File: config.mk
export PLATFORM = sky130hd
export DESIGN_NAME = micro_processor_flat
export DESIGN_NICKNAME = d
export VERILOG_FILES = /design/src/rtl/micro_processor_if.sv /design/src/rtl/micro_processor.sv /design/src/flat_wrapper.sv
export SDC_FILE = /design/constraint.sdc
export NUM_CORES = 1
export LEC_CHECK = 0
export CAP_MARGIN = 20
export CORE_ASPECT_RATIO = 2
export CORE_MARGIN = 10
export CORE_UTILIZATION = 64
export DETAILED_ROUTE_END_ITERATION = 16
export DONT_BUFFER_PORTS = 1
export PLACE_DENSITY = 0.81
export SLEW_MARGIN = 20
export SYNTH_ARGS = -nofsm -noshare
export SYNTH_HDL_FRONTEND = slang
export SYNTH_SLANG_ARGS = --single-unit
File: constraint.sdc
create_clock -name clk -period 3.6 [get_ports clk]
set_clock_uncertainty 0.05 [all_clocks]
set_input_delay 0.72 -clock clk [delete_from_list [all_inputs] [get_ports clk]]
set_output_delay 0.72 -clock clk [all_outputs]
set_load 0.005 [all_outputs]
File: src/rtl/micro_processor_if.sv
// Nibble bus between the stimulus source and the accumulator processor:
// one opcode/operand nibble in, the accumulator value out.
interface micro_processor_if;
  logic [3:0] data_in;
  logic [3:0] accum;

  modport master (output data_in, input accum);
  modport slave  (input data_in, output accum);
endinterface

File: src/rtl/micro_processor.sv
// Nibble-serial 4-bit accumulator processor: one nibble per clock, either an
// opcode or the operand of the preceding two-nibble opcode.
module micro_processor (
  input  logic              clk,
  input  logic              reset,
  micro_processor_if.slave  bus
);

  localparam int unsigned W    = 4;
  localparam int unsigned NREG = 4;
  localparam int unsigned RIDX = 2;

  typedef enum logic {
    FETCH,
    OPERAND
  } state_t;

  typedef enum logic [3:0] {
    OP_NOP  = 4'h0,
    OP_LDI  = 4'h1,
    OP_ADDI = 4'h2,
    OP_SUBI = 4'h3,
    OP_ANDI = 4'h4,
    OP_ORI  = 4'h5,
    OP_XORI = 4'h6,
    OP_NOT  = 4'h7,
    OP_SHL  = 4'h8,
    OP_SHR  = 4'h9,
    OP_ROL  = 4'hA,
    OP_ROR  = 4'hB,
    OP_INC  = 4'hC,
    OP_DEC  = 4'hD,
    OP_STR  = 4'hE,
    OP_ADDR = 4'hF
  } opcode_t;

  state_t                     state_q, state_d;
  opcode_t                    op_q, op_d;
  logic [W-1:0]               acc_q, acc_d;
  logic [NREG-1:0][W-1:0]     regs_q, regs_d;
  logic [W-1:0]               nib;
  logic [RIDX-1:0]            ridx;
  opcode_t                    nib_op;

  assign nib    = bus.data_in;
  assign ridx   = nib[RIDX-1:0];
  assign nib_op = opcode_t'(bus.data_in);

  // Decode/execute: single-nibble ops act immediately, two-nibble ops wait for the operand
  always_comb begin
    state_d = state_q;
    op_d    = op_q;
    acc_d   = acc_q;
    regs_d  = regs_q;
    case (state_q)
      FETCH: begin
        case (nib_op)
          OP_LDI, OP_ADDI, OP_SUBI, OP_ANDI, OP_ORI, OP_XORI, OP_STR, OP_ADDR: begin
            op_d    = nib_op;
            state_d = OPERAND;
          end
          OP_NOT:  acc_d = ~acc_q;
          OP_SHL:  acc_d = {acc_q[W-2:0], 1'b0};
          OP_SHR:  acc_d = {1'b0, acc_q[W-1:1]};
          OP_ROL:  acc_d = {acc_q[W-2:0], acc_q[W-1]};
          OP_ROR:  acc_d = {acc_q[0], acc_q[W-1:1]};
          OP_INC:  acc_d = acc_q + W'(1);
          OP_DEC:  acc_d = acc_q - W'(1);
          default: ;
        endcase
      end
      OPERAND: begin
        state_d = FETCH;
        case (op_q)
          OP_LDI:  acc_d = nib;
          OP_ADDI: acc_d = acc_q + nib;
          OP_SUBI: acc_d = acc_q - nib;
          OP_ANDI: acc_d = acc_q & nib;
          OP_ORI:  acc_d = acc_q | nib;
          OP_XORI: acc_d = acc_q ^ nib;
          OP_STR:  regs_d[ridx] = acc_q;
          OP_ADDR: acc_d = acc_q + regs_q[ridx];
          default: ;
        endcase
      end
      default: state_d = FETCH;
    endcase
  end

  // Reset wins over execution and abandons any pending operand
  always_ff @(posedge clk) begin
    if (reset) begin
      state_q <= FETCH;
      op_q    <= OP_NOP;
      acc_q   <= '0;
      regs_q  <= '0;
    end else begin
      state_q <= state_d;
      op_q    <= op_d;
      acc_q   <= acc_d;
      regs_q  <= regs_d;
    end
  end

  assign bus.accum = acc_q;

endmodule

File: src/flat_wrapper.sv
// flat-port wrapper written by rule: the top's interface ports become plain ports
module micro_processor_flat 
  (clk, reset, bus_data_in, bus_accum);
  micro_processor_if bus_i ();
  input  logic clk;
  input  logic reset;
  input wire logic [$bits(bus_i.data_in)-1:0] bus_data_in;
  output wire logic [$bits(bus_i.accum)-1:0] bus_accum;
  assign bus_i.data_in = bus_data_in;
  assign bus_accum = bus_i.accum;
  micro_processor u_core (.clk(clk), .reset(reset), .bus(bus_i));
endmodule
Word level (Yosys, flattened, before mapping)
Index checks and enable logic that the tools add are counted.

Input bits: 6. Output and inout port bits: 4. Register bits after elaboration: 25.

Bitwise logic cells: 5. Reduce and logical (&&, ||, !) cells: 5. Eq/ne operators: 25. Add/sub/neg operators: 5. Mux-type cells: 10. Magnitude comparators: 2.

Operator list (count): $pmux W4 S7 (2); $eq A4 B4 Y1 const B (10); $eq A4 B3 Y1 const B (7); $bwmux W16 (1); $eq A4 B2 Y1 const B (4); $ne A8 B8 Y1 const B (2); $add A4 B4 Y4 (2); $bmux W4 S2 (1); $demux W4 S2 (1); $eq A4 B1 Y1 const B (2); $mux W4 (2); $pmux W4 S2 (1); $reduce_or A8 Y1 (1); $reduce_and A2 Y1 (3); $add A4 B1 Y4 const B (1); $and A4 B4 Y4 (1); $not A4 Y4 (1); $or A4 B4 Y4 (1); $sub A4 B1 Y4 const B (1); $sub A4 B4 Y4 (1); $xor A4 B4 Y4 (1); $lt A2 B3 Y1 const B (1); $ge A2 B1 Y1 const B (1); $pmux W1 S2 (1); other kinds (3) (3).

Logic depth before layout (Yosys ltp)
Depth in word-level cells: 5. Mapped depth: 13. Gate-level depth less buffers: 12.

Least setup slack after synthesis
Ideal clock, no wire load.

Kind: input -> register. Start point: input port bus_data_in[1]. End point: register u_core.acc_q[3] (netlist: u_core.bus.accum[3]). Setup time: 0.140 ns. Stages: 12. Slack: 0.578 ns. Arrival time: 2.832 ns. Data required time: 3.410 ns. Path buffers: 2. Cell sequence: buf_2 -> inv_1 -> ha_1 -> buf_2 -> and3_1 -> ha_1 -> a21o_1 -> a21o_1 -> mux2i_1 -> a21oi_1 -> o311ai_1 -> o221ai_1.

Longest elaborated chain between the ends: 5.

Ends and longest elaborated chain: from (decl) (RTL line flat_wrapper.sv:7) `input wire logic [$bits(bus_i.data_in)-1:0] bus_data_in;`; $bmux W4 S2 (RTL line micro_processor.sv:82) `OP_ADDR: acc_d = acc_q + regs_q[ridx];`; $mux W4 (not written as such) (RTL line micro_processor.sv:82); $add A4 B4 Y4 (RTL line micro_processor.sv:82); $pmux W4 S7 (RTL line micro_processor.sv:74) `case (op_q)`; $pmux W4 S2 (RTL line micro_processor.sv:55) `case (state_q)`; to (signal assigned) (RTL line micro_processor.sv:95) `acc_q <= '0;`; to (signal assigned) (RTL line micro_processor.sv:100) `acc_q <= acc_d;`; to (decl) (RTL line micro_processor.sv:39) `logic [W-1:0] acc_q, acc_d;`.

Parallel ways exist; a longest one is shown, timed or not. The select of a mux whose other input is x is not followed. A chain may end at the register's enable or synchronous reset.

Worst setup path after layout
Start point: register u_core.op_q[1]. End point: register u_core.acc_q[3] (netlist: u_core.bus.accum[3]).

Longest elaborated chain between the ends: 3.

Ends and longest elaborated chain: from (decl) (RTL line micro_processor.sv:38) `opcode_t op_q, op_d;`; from (signal assigned) (RTL line micro_processor.sv:99) `op_q <= op_d;`; $eq A4 B4 Y1, or another cell as far along (RTL line micro_processor.sv:74); $pmux W4 S7 or $ne A8 B8 Y1 (tied branches); $pmux W4 S2 or $reduce_and A2 Y1 (tied branches).

Parallel ways exist; a longest one is shown, timed or not.

==> impl_results.md <==
- Status: finished clean
- Ports placed on the boundary: 10
- Transition time of the tightest slew-check pin: approximately 630 ps
- Number of flops mapped to enable cells by yosys: 0
- Setup repair after global routing missed its margin: no
- TritonCTS clock tree: done
- Worst-case headroom to the max-slew limit: 0.581
- Routed vias: 1,866
- Diode count: 0
- Area growth from synthesis to layout: -0.372%
- Post-layout instance area: 0.00201 mm2
- Maximum number of pins on one net before global-route repair: 27
- Max-cap violations: 0
- Delay of the slowest critical-path stage: 730 ps
- Quantity of I/O buffers inserted on ports: 0
- Simple-Gate Fraction of Synth Area: 0.206
- Clock Root Buffer: sky130_fd_sc_hd__clkbuf_8
- Starting density of the core: 0.670
- Final-report hold violation count: 0
- Overall power: 690 uW
- Adder-Cell Fraction of Synth Area: 0.125
- DRC violation total after the first TritonRoute iteration: 130
- Count of placed standard cells including taps: 266
- Synth Area in Compound Gates: 0.226
- Leading cell type in the layout, fill and taps excluded: sky130_fd_sc_hd__nand2_1
- Final Max Tran Viols: 0
- Critical Path, Cell by Cell: nand4_1, o32ai_1, a21o_1, ha_1, a21o_1, a21oi_1, xnor2_1, xnor2_1, a21oi_1, o221ai_1
- Final instance count without filler cells: between 200 and 300
- Deepest clock path buffer count: 2
- Overall global routing resource usage: 0.176
- Critical path data arrival time: about 3200 ps
- Final routed wirelength across all metal layers: 5.23 mm
- Number of CTS-inserted buffers: 3
- DP Worst Slack: 507 ps
- Via count of the first global-routing pass: 1,734
- Cell with the largest stage delay on the worst path: sky130_fd_sc_hd__dfxtp_1
- Chip width: 59.7 um
- Worst setup slack after layout: 557 ps
- Post-layout min period: around 3000 ps
- Worst hold path type: flip-flop to flip-flop
- Die span in y: between 90 and 100 um
- Main flop type after synthesis: sky130_fd_sc_hd__dfxtp_1
- Antenna violations before repair: 0
- Synth Register Bits: 25
- # Post-CTS Setup Buffers: 0
- Post-layout util: 0.668
- Worst path required time: 3710 ps
- Kind of end point of the critical path: flip-flop
- Setup TNS after final layout: 0 ps
- Most frequent cells in the layout: sky130_fd_sc_hd__nand2_1, sky130_fd_sc_hd__a21oi_1, sky130_fd_sc_hd__dfxtp_1
- CTS sink count: 25
- Fraction of synthesis flops using an asynchronous set or reset pin: 0
- Mux share of post-synthesis cell area: 0.0991
- Largest family of logic cells by synthesized area: compound AO/OA/AOI/OAI gates
- Register area share after synthesis: 0.248
- Power density over the cells: 343 mW/mm2
- Worst Setup Start Kind: flip-flop
- RePlAce Congestion: between 0.8 and 0.9
- Cts hold-fix bufs: 0
- Clock-pin slew on the worst setup and hold paths: 100 ps
- Clock Latency Late Sink: 280 ps
- Vias per Instance: 6.91
- Syn_area_per_cell: 7.92 um2
- P_leak: 0.794 nW
- Number of library cell types mapped by synthesis: 52
- H-Tree Level Count: 1
- Syn Inst Count: 255
- Setup Crit Path Kind: flip-flop to flip-flop
- DRC: 0
- Area share of xor/xnor cells in the synthesized design: 0.0173
- Leftover overflow at the end of global routing: 0
- Full die area: 0.00594 mm2
- First-pass GRT wire length: 8.45 mm
- Area of the core: around 0.0030 mm2
- Placed instance area: 0.00196 mm2
- Post-detailed-route wirelength per cell: about 19 um
- Fmax: 0.329 GHz
- Peak ir drop on the vdd network: 0.302 mV
- Net total in the final layout: around 270
- Final ANT Viol Nets: 0
- Share of cells above drive strength 1: 0.0625
- Maximum fanout along the worst path: 16
- Final worst-path cycle share: 0.845
- DPL Wire Length: 3.79 mm
- Count of standard-cell rows: 28
- Net Count, Synth: 280
- Final setup violation count: 0
- Resized Gates After CTS: 0
- Worst hold slack: 402 ps
- Count of warnings emitted by yosys: 0
- Drt pass-1 iters: 4
- Cell area after synthesis: 0.00202 mm2
-- registers in the layout, indices dropped and copies added (netlist names) --
signal and flops:
u_core.state_q 1, u_core.bus.accum 4, u_core.regs_q 16, u_core.op_q 4
-- power by group --
part	internal, mW	switching [mW]
Clock	0.0786	0.0987
Combinational	0.0807	0.101
Sequential	0.288	0.0426
-- routing by layer --
metal | up-vias | global-route usage | part of all wire
met3 | 15 | 0.0191 | 0.036
met2 | 57 | 0.305 | 0.54
met1 | 912 | 0.198 | 0.39
met5 | - | 0 | 0
li1 | 882 | - | -
met4 | 0 | 0.0885 | 0.036
-- worst max-delay path: cells and delay by family (launching register included) --
kind | cells | cell delay (ps)
compound gates | 6 | 1290
fa+ha+maj | 1 | 230
flops | 1 | 730
xor+xnor | 2 | 240
simple gates | 1 | 380
-- cells in the mapped netlist (2+ instances only) --
cell type	number	area, um2
sky130_fd_sc_hd__a211oi_1	3	22.5
sky130_fd_sc_hd__a21o_1	4	30.0
sky130_fd_sc_hd__a21oi_1	25	125
sky130_fd_sc_hd__a222oi_1	2	20.0
sky130_fd_sc_hd__a22oi_1	2	15.0
sky130_fd_sc_hd__and3_1	2	12.5
sky130_fd_sc_hd__buf_2	12	60.1
sky130_fd_sc_hd__buf_6	2	22.5
sky130_fd_sc_hd__clkbuf_1	7	26.3
sky130_fd_sc_hd__dfxtp_1	25	500
sky130_fd_sc_hd__fa_1	2	40.0
sky130_fd_sc_hd__ha_1	17	213
sky130_fd_sc_hd__inv_1	12	45.0
sky130_fd_sc_hd__mux2i_1	14	140
sky130_fd_sc_hd__nand2_1	31	116
sky130_fd_sc_hd__nand2b_1	3	18.8
sky130_fd_sc_hd__nand3_1	17	85.1
sky130_fd_sc_hd__nand4_1	3	18.8
sky130_fd_sc_hd__nor2_1	19	71.3
sky130_fd_sc_hd__nor2b_1	3	18.8
sky130_fd_sc_hd__nor3_1	6	30.0
sky130_fd_sc_hd__o211ai_1	3	22.5
sky130_fd_sc_hd__o21ai_0	5	25.0
sky130_fd_sc_hd__o21ai_1	2	10.0
sky130_fd_sc_hd__o22ai_1	4	25.0
sky130_fd_sc_hd__o311ai_1	2	17.5
sky130_fd_sc_hd__xnor2_1	3	26.3
-- kinds of logic after synthesis --
logic type | after synthesis
AND/OR/NAND/NOR | 89
AO/OA/AOI/OAI | 67
buffers and inverters | 34
flip-flops | 25
adder cells (fa/ha/maj) | 19
multiplexers | 17
XOR/XNOR | 4
-- final cells by class --
| class | instances | area (um2) |
|---|---|---|
| repair buffers | 2 | 15.0 |
| well taps | 30 | 37.5 |
| clock inverters | 1 | 7.51 |
| clock buffers | 3 | 41.3 |
| flip-flops and latches | 25 | 500 |
| inverters | 13 | 48.8 |
| fillers | 269 | 1000 |
| multi-input cells | 196 | 1360 |
-- worst paths after layout --
path,startpoint,endpoint,slack (ps),cells after the start
max,u_core.op_q[1]$_SDFFE_PP0P_,u_core.bus.accum[3]$_SDFFE_PP0P_,560,10
min,u_core.regs_q[0]$_SDFFE_PP0P_,u_core.regs_q[0]$_SDFFE_PP0P_,400,2
max reg2reg,u_core.op_q[1]$_SDFFE_PP0P_,u_core.bus.accum[3]$_SDFFE_PP0P_,560,10
min reg2reg,u_core.regs_q[0]$_SDFFE_PP0P_,u_core.regs_q[0]$_SDFFE_PP0P_,400,2
(Power assumes the default switching activity.)
